`config.mk`:
```
export PLATFORM = sky130hd
export DESIGN_NAME = mem_port_arbiter4
export DESIGN_NICKNAME = d
export VERILOG_FILES = /design/src/rtl/mem_port_arbiter4.sv
export SDC_FILE = /design/constraint.sdc
export NUM_CORES = 1
export LEC_CHECK = 0
export CORE_UTILIZATION = 45
export DETAILED_ROUTE_END_ITERATION = 12
export PLACE_DENSITY_LB_ADDON = 0.1
export SLEW_MARGIN = 0
export SYNTH_ARGS = -nofsm -noshare
export SYNTH_HDL_FRONTEND = slang
export SYNTH_SLANG_ARGS = --single-unit
```
`constraint.sdc`:
```
create_clock -name clk -period 2.4 [get_ports clk]
set_clock_uncertainty 0.1 [all_clocks]
set_input_delay 0.6 -clock clk [delete_from_list [all_inputs] [get_ports clk]]
set_output_delay 0.6 -clock clk [all_outputs]
set_load 0.03 [all_outputs]
```
`src/rtl/mem_port_arbiter4.sv`:
```
// mem_port_arbiter4
//   Round-robin arbiter and sequencer for a shared 4-input resource (memory
//   port or shared functional unit behind a 4:1 mux). One requester holds the
//   grant until the resource completes, the requester withdraws, or the
//   watchdog force-releases it after TIMEOUT cycles.
//
// Parameters
//   TIMEOUT      maximum hold cycles per grant (0 disables the watchdog)
// Ports
//   clk          rising-edge clock
//   rst          synchronous active-high reset
//   req[3:0]     request lines, one per requester
//   done         one-cycle completion pulse from the resource
//   grant[3:0]   registered one-hot grant, zero when idle
//   sel[1:0]     encoded grant index, held across idle for a stable mux
//   busy         high while a grant is active
//   timeout_err  one-cycle pulse after a watchdog-forced release
module mem_port_arbiter4 #(
  parameter int unsigned TIMEOUT = 16
) (
  input  logic       clk,
  input  logic       rst,
  input  logic [3:0] req,
  input  logic       done,
  output logic [3:0] grant,
  output logic [1:0] sel,
  output logic       busy,
  output logic       timeout_err
);

  localparam logic        WD_ON   = (TIMEOUT != 0);
  localparam logic [15:0] CNT_END = 16'(TIMEOUT - 1);

  typedef enum logic {IDLE = 1'b0, GRANT = 1'b1} state_t;

  state_t      state_reg, state_next;
  logic [3:0]  grant_reg, grant_next;
  logic [1:0]  sel_reg, sel_next;
  logic        busy_reg, busy_next;
  logic        terr_reg, terr_next;
  logic [1:0]  last_reg, last_next;
  logic [15:0] cnt_reg, cnt_next;

  // Round-robin scan: candidate gi is (last + gi + 1) mod 4, so the most
  // recently granted index is always examined last.
  logic [1:0] cand_idx [4];
  logic [3:0] rot_req;
  logic       win_any;
  logic [1:0] win_idx;

  for (genvar gi = 0; gi < 4; gi++) begin : g_rot
    assign cand_idx[gi] = last_reg + 2'(gi + 1);
    assign rot_req[gi]  = req[cand_idx[gi]];
  end

  always_comb begin
    win_any = |req;
    win_idx = cand_idx[3];
    if (rot_req[0])      win_idx = cand_idx[0];
    else if (rot_req[1]) win_idx = cand_idx[1];
    else if (rot_req[2]) win_idx = cand_idx[2];
  end

  // Release conditions while granted. The watchdog only counts as the cause
  // when neither completion nor withdrawal happened in the same cycle.
  logic abort_ev, wd_hit, release_ev, wd_only;

  always_comb begin
    abort_ev   = ~req[sel_reg];
    wd_hit     = WD_ON && (cnt_reg == CNT_END);
    release_ev = done | abort_ev | wd_hit;
    wd_only    = wd_hit & ~done & ~abort_ev;
  end

  // State register (also holds all registered outputs and internal state)
  always_ff @(posedge clk) begin
    if (rst) begin
      state_reg <= IDLE;
      grant_reg <= 4'b0000;
      sel_reg   <= 2'b00;
      busy_reg  <= 1'b0;
      terr_reg  <= 1'b0;
      last_reg  <= 2'b11;
      cnt_reg   <= 16'd0;
    end else begin
      state_reg <= state_next;
      grant_reg <= grant_next;
      sel_reg   <= sel_next;
      busy_reg  <= busy_next;
      terr_reg  <= terr_next;
      last_reg  <= last_next;
      cnt_reg   <= cnt_next;
    end
  end

  // Next-state logic
  always_comb begin
    state_next = state_reg;
    case (state_reg)
      IDLE:    if (win_any) state_next = GRANT;
      GRANT:   if (release_ev && !win_any) state_next = IDLE;
      default: state_next = IDLE;
    endcase
  end

  // Output / datapath logic
  logic do_grant;

  always_comb begin
    grant_next = grant_reg;
    sel_next   = sel_reg;
    busy_next  = busy_reg;
    last_next  = last_reg;
    cnt_next   = cnt_reg;
    terr_next  = 1'b0;
    do_grant   = 1'b0;

    case (state_reg)
      IDLE: begin
        do_grant = win_any;
      end
      GRANT: begin
        terr_next = wd_only;
        if (release_ev) begin
          do_grant = win_any;
          if (!win_any) begin
            grant_next = 4'b0000;
            busy_next  = 1'b0;
          end
        end else begin
          cnt_next = cnt_reg + 16'd1;
        end
      end
      default: ;
    endcase

    // Back-to-back handover: the new winner is loaded in the release cycle.
    if (do_grant) begin
      grant_next = 4'b0001 << win_idx;
      sel_next   = win_idx;
      busy_next  = 1'b1;
      last_next  = win_idx;
      cnt_next   = 16'd0;
    end
  end

  assign grant       = grant_reg;
  assign sel         = sel_reg;
  assign busy        = busy_reg;
  assign timeout_err = terr_reg;

endmodule

```
* After elaboration in Yosys (flattened, before gate mapping)
Index checks and enable logic that the tools add are counted.
Widths: inputs -> output; s select.
** Cells by class
- Order comparisons :: 4
- Mux-type cells :: 24
- Reduce and logical (&&, ||, !) cells :: 9
- Shift operators :: 1
- $add $sub $neg :: 4
- Bitwise operators :: 8
- Equal/unequal tests :: 2
** Operator list (count)
- $add 16x1->16 const B :: 1
- $eq 16x4->1 const B :: 1
- $mux 4 :: 4
- $lt 2x3->1 const B :: 4
- $mux 1 :: 11
- $bmux 1 s2 :: 4
- $mux 2 :: 3
- $add 2x2->2 const B :: 2
- $not 1->1 :: 4
- $pmux 1 s2 :: 2
- $reduce_bool 2->1 :: 2
- $reduce_or 2->1 :: 2
- $reduce_or 4->1 :: 1
- $shl 1x2->4 const A :: 1
- $reduce_and 3->1 :: 1
- $add 2x1->2 const B :: 1
- $and 1x1->1 :: 2
- $ne 2x1->1 const B :: 1
- $or 1x1->1 :: 2
- $reduce_and 2->1 :: 1
- $logic_and 1x1->1 :: 1
- $logic_not 1->1 :: 1
** Word-level totals
- Register bits after elaboration :: 27
- Input port bits :: 7
- Logic and storage cells :: 59
- Output and inout bits :: 8

* Logic depth before layout (Yosys ltp)
- Word-level depth :: 9
- Gate-level depth with buffers :: 9
- Mapped depth without buffers :: 6

* Least setup slack after synthesis
Ideal clock, no wire load.
- Kind :: register -> register
- From :: register sel_reg[0], in the netlist sel[0]
- To :: register cnt_reg[15]
- Required time :: 2.185 ns
- Arrival time :: 1.692 ns
- Setup time :: 0.115 ns
- Clock period less this slack :: 1.907 ns
- Path buffers :: 2
- Slack :: 0.493 ns
- Cell stages (with the launch flop) :: 8
- Cells stage by stage :: dfxtp_1 mux2_2 a2bb2oi_4 o21bai_4 nand2b_2 buf_4 buf_6 nor2_1
** On the way
- Word-level cells in the longest chain between the ends :: 8
- Elaborated cells between the ends (all ways) :: 10
- Those cells by class :: mux: 4; bitwise: 4; reduce/logical: 2
** RTL lines
- start, declared :: RTL line 38 : logic [1:0] sel_reg, sel_next;
- start signal, assigned :: RTL line 88 : sel_reg <= sel_next;
- $bmux 1 s2 (*) :: RTL line 69 : abort_ev = ~req[sel_reg];
- $mux 1 (not written as such) (*) :: RTL line 69
- $not 1->1 (*) :: RTL line 69
- $or 1x1->1 (*) (2 in a row) :: RTL line 71 : release_ev = done | abort_ev | wd_hit;
- $mux 1 :: RTL line 124 : if (release_ev) begin
- $pmux 1 s2 :: RTL line 118 : case (state_reg)
- $reduce_or 2->1 (no line)
- end signal, assigned :: RTL line 92 : cnt_reg <= cnt_next;
- end, declared :: RTL line 42 : logic [15:0] cnt_reg, cnt_next;
Mark *: on every way between the ends. The rest lies on a longest branch, timed or not. The select of a mux whose other input is x is not followed.
A chain may end at the register's enable or synchronous reset.

* Worst setup path in the final report
- From :: register sel_reg[0], in the netlist sel[0]
- To :: output port sel[0]
** RTL lines
- end, declared :: RTL line 26 : output logic [1:0] sel,
No word-level cell between the ends.

==> implementation parameters <==
Parameter                              Value

Synthesis
  Syn Std Cell Area ... 0.00141 mm2
  Compound-cell area share of the yosys netlist ... 9.77%
  Count of warnings emitted by yosys ... 0
  Share of synthesized area occupied by flip-flops and latches ... 38.4%
  Post-synthesis adder-cell area fraction ... 0.888%
  Yosys cell types ... 42
  Biggest area contributors in the synthesized netlist ... dfxtp_1 38%, xnor2_1 8.7%, nor2_1 5.6%
  Fraction of the mapped netlist area in simple logic gates ... 32.9%
  Mean instance size in the synthesized netlist ... 9.46 um2
  Number of flip-flops and latches in the synthesized netlist ... 27
  Mapped Cells ... 149
  Area share of the largest cell type after synthesis ... 38.4%
  Dominant combinational cell family by area after synthesis ... simple AND/OR/NAND/NOR gates
  Share of the synthesized netlist area taken by xor and xnor gates ... 9.33%
  Proportion of synthesized area in mux cells ... 3.64%
  Number of nets in the synthesized netlist ... 157
  Biggest area consumer among synthesized cells ... dfxtp_1

Run status
  Violations in the final reports ... DRC
  Status ... finished with violations

Drt
  Wirelength per Cell ... 13.4 um
  Initial detailed-routing violation count ... 93
  Post-route DRC ... 1
  Routed Antenna Nets ... 0
  Number of optimization iterations in the first detailed-route pass ... 8
  Sum of routed wire length over all layers ... 2690 um
  Vias after detailed routing ... 1,114
  Routed via count divided by cell count ... 5.54

Critical path
  CP max-delay cell ... clkdlybuf4s50_1
  CP bufs+invs ... 1
  Arrival time worst endpoint ... 1.45 ns
  Startpoint kind of the worst setup timing path ... flip-flop
  Endpoint class of the critical path ... output port
  Instance count on the critical path ... 1
  Setup slack, reg-to-reg ... 0.36 ns
  Data required time of the worst path ... 1.70 ns
  Startpoint of the worst-slack reg-to-reg timing path ... cnt_reg[0]$_SDFFE_PP0P_
  Top delay family on crit path ... buffers and inverters
  Reg-to-reg critical path endpoint ... cnt_reg[7]$_SDFFE_PP0P_
  Worst Reg2Reg Path Length in Cells ... 7
  Worst setup path startpoint ... sel[0]$_SDFFE_PP0P_
  Critical-path cell list ... clkdlybuf4s50_1
  Termination of the worst setup path ... sel[0]
  CP peak stage delay ... 0.70 ns
  Highest fanout seen on the critical path ... 4
  Critical path class ... flip-flop to output port

GRT
  First-pass GRT wire length ... 5050 um
  Sum of overflow across all layers after global routing ... 0
  Largest net degree at the start of global routing ... 17
  GR met2 Demand/Resource ... 31.4%
  Number of antenna violations at the first check in global routing ... 0
  Met1 routing resource usage after global routing ... 26.5%
  Global-route met3 utilization ... 4.02%
  Number of global-route vias before repair ... 1,139
  Total Routing Usage GR ... 19.3%
  Most utilized layer in the global route result ... met2

Pwr
  Internal Power ... 0.630 mW
  Reported net switching power ... 0.258 mW
  Total power after layout ... 0.888 mW
  Share of power burned in registers ... 55.2%
  Leakage component of the power ... 0.539 nW
  IR Drop Worst-Case VDD ... 453 uV
  Power per cell area ... 540 mW/mm2
  Proportion of power drawn by combinational gates ... 22.7%
  Switch share ... 29.1%
  Clock power share ... 22.2%

Place
  Detailed placement HPWL ... 2050 um
  Cell area after placement ... 0.00161 mm2
  Number of buffers added on ports ... 14
  Post-placement cell count ... 197
  Weighted congestion reported at the end of routability-driven placement ... 0.754

STA
  Slew Limit Headroom ... 67.0%
  Tcrit/Tclk final ... 89.8%
  Final Setup Violations ... 0
  Number of hold violations in the final report ... 0
  Worst-Margin Slew ... 0.494 ns
  Min cycle time layout ... 2.15 ns
  RSZ-0062 raised after global routing ... false
  Maximum frequency from static timing analysis ... 464 MHz
  Max-slew violation count ... 0

Clocking
  Clock tree buffer depth ... 2
  Gates resized, CTS repair ... 0
  Number of clock sinks ... 27
  CTS Root Cell ... clkbuf_4
  CTS tree ... yes
  CTS Buf Count ... 3
  H-tree depth ... 1
  Total of hold buffers inserted after clock tree synthesis ... 0
  Post-CTS Setup Inserts ... 0
  Clock transition at the register clock pins on the worst setup and hold paths after CTS ... 0.14 ns
  Worst-Skew Late Latency ... 0.32 ns

Die
  I/O Pins ... 15
  Effective utilization at floorplan ... 49.4%
  Die Span Y ... 58.0 um
  Die extent in x ... 58.0 um
  Number of placement rows ... 19
  Core outline area ... 0.00285 mm2
  Total die area ... 0.00336 mm2

Final layout
  Share of cells above drive strength 1 ... 17.6%
  Post-route standard cell area excluding fillers ... 0.00164 mm2
  Sequential cell area ... 541 um2
  Area of the multi-input gates ... 796 um2
  Area growth from synthesis to layout ... 16.7%
  Final non-filler cell total ... 201
  Diodes inserted ... 0
  Filler Cell Count ... 269
  Total Nets Final ... 179
  Flip-flop count of the largest register, all copies and words added ... 16

Min path
  Type of the most critical hold path ... flip-flop to flip-flop

Run
  Max-cap violation count ... 0
final cells by class:
type | instances | area share [%]
clock buffer | 3 | 1.37
clock inverter | 1 | 0.457
inverter | 1 | 0.228
multi-input combinational | 113 | 48.4
sequential | 27 | 32.9
tap | 31 | 2.36
timing repair buffer | 25 | 14.3
cell families after synthesis:
| logic type | after synthesis |
|---|---|
| buffers and inverters | 9 |
| xor gates and xnor gates | 15 |
| muxes | 5 |
| DFF | 27 |
| AOI/OAI and AO/OA | 15 |
| adders and majority gates | 1 |
| and+or+nand+nor | 77 |
worst min-delay path by stage:
stage / from / end / slack, ns / depth (start not counted)
CTS: busy$_SDFFE_PP0P_ / busy$_SDFFE_PP0P_ / 0.37 / 2
finish: busy$_SDFFE_PP0P_ / busy$_SDFFE_PP0P_ / 0.37 / 2
global placement: busy$_SDFFE_PP0P_ / busy$_SDFFE_PP0P_ / 0.35 / 2
global route: busy$_SDFFE_PP0P_ / busy$_SDFFE_PP0P_ / 0.41 / 2
floorplan: cnt_reg[15]$_SDFFE_PP0P_ / cnt_reg[15]$_SDFFE_PP0P_ / 0.39 / 2
detailed placement: busy$_SDFFE_PP0P_ / busy$_SDFFE_PP0P_ / 0.35 / 2
worst register-to-register path, cell delays in order, from the launching register on:
cell,delay [ns]
dfxtp_1,0.37
ha_1,0.24
and3_4,0.18
and4_1,0.25
buf_4,0.22
nor4b_1,0.34
xnor2_1,0.18
nor2_1,0.06
Yosys cell counts (all sizes together):
| cell | instances |
|---|---|
| a22o | 3 |
| nor4 | 14 |
| nor2 | 21 |
| nand4 | 3 |
| nor4b | 1 |
| and4 | 2 |
| mux2 | 1 |
| a32o | 1 |
| buf | 5 |
| clkbuf | 3 |
| a2bb2oi | 1 |
| nor2b | 4 |
| a21oi | 5 |
| mux2i | 4 |
| a31oi | 1 |
| inv | 1 |
| ha | 1 |
| dfxtp | 27 |
| xnor2 | 14 |
| and3 | 2 |
| nor3b | 5 |
| nor3 | 5 |
| xor2 | 1 |
| nand2 | 6 |
| nand3 | 5 |
| o21bai | 2 |
| o21ai | 1 |
| and2 | 3 |
| a211o | 1 |
| nand3b | 1 |
| or2 | 1 |
| nand2b | 4 |
power groups by stage:
stage	sequential (mW)	clock, mW	combinational, mW
2_1_floorplan	0.522	0	0.104
3_3_place_gp	0.499	0	0.198
3_5_place_dp	0.501	0	0.202
4_1_cts	0.491	0.209	0.203
5_1_grt	0.496	0.227	0.217
6_report	0.490	0.197	0.201
routing by layer:
metal | vias to the layer above | routed length, um | share of wire [%]
li1 | 570 | - | -
met4 | 0 | 18 | 0.67
met2 | 14 | 1250 | 47
met3 | 2 | 96 | 3.6
met5 | - | 0 | 0
met1 | 528 | 1320 | 49
layout by cell type (no fill, tap or decap), types with 4 or more instances in the layout:
master           netlist  routed
nor4_2                 5       5
mux2i_1                4       4
nor2b_1                4       4
nand2_1                6       6
nand3_1                5       5
a21oi_1                4       4
nor3b_1                4       4
buf_4                  1      10
nor2_1                21      21
nor3_1                 5       5
nor4_1                 9       9
dfxtp_1               27      27
xnor2_1               14      14
clkdlybuf4s50_1        0      14
metrics by stage:
| step | hold slack (ns) | setup TNS (ns) | util [%] | worst slack [ns] |
|---|---|---|---|---|
| 6_report | 0.368 | 0 | 57.6 | 0.246 |
| 5_1_grt | 0.414 | 0 | 57.6 | 0.147 |
| 4_1_cts | 0.372 | 0 | 57.6 | 0.233 |
| 3_5_place_dp | 0.352 | -0.105 | 56.6 | -0.0432 |
| 3_3_place_gp | 0.348 | 0 | 56.6 | 0.0203 |
| 2_1_floorplan | 0.386 | 0 | - | 0.493 |
Note: power is estimated with default switching activity, not from simulation.
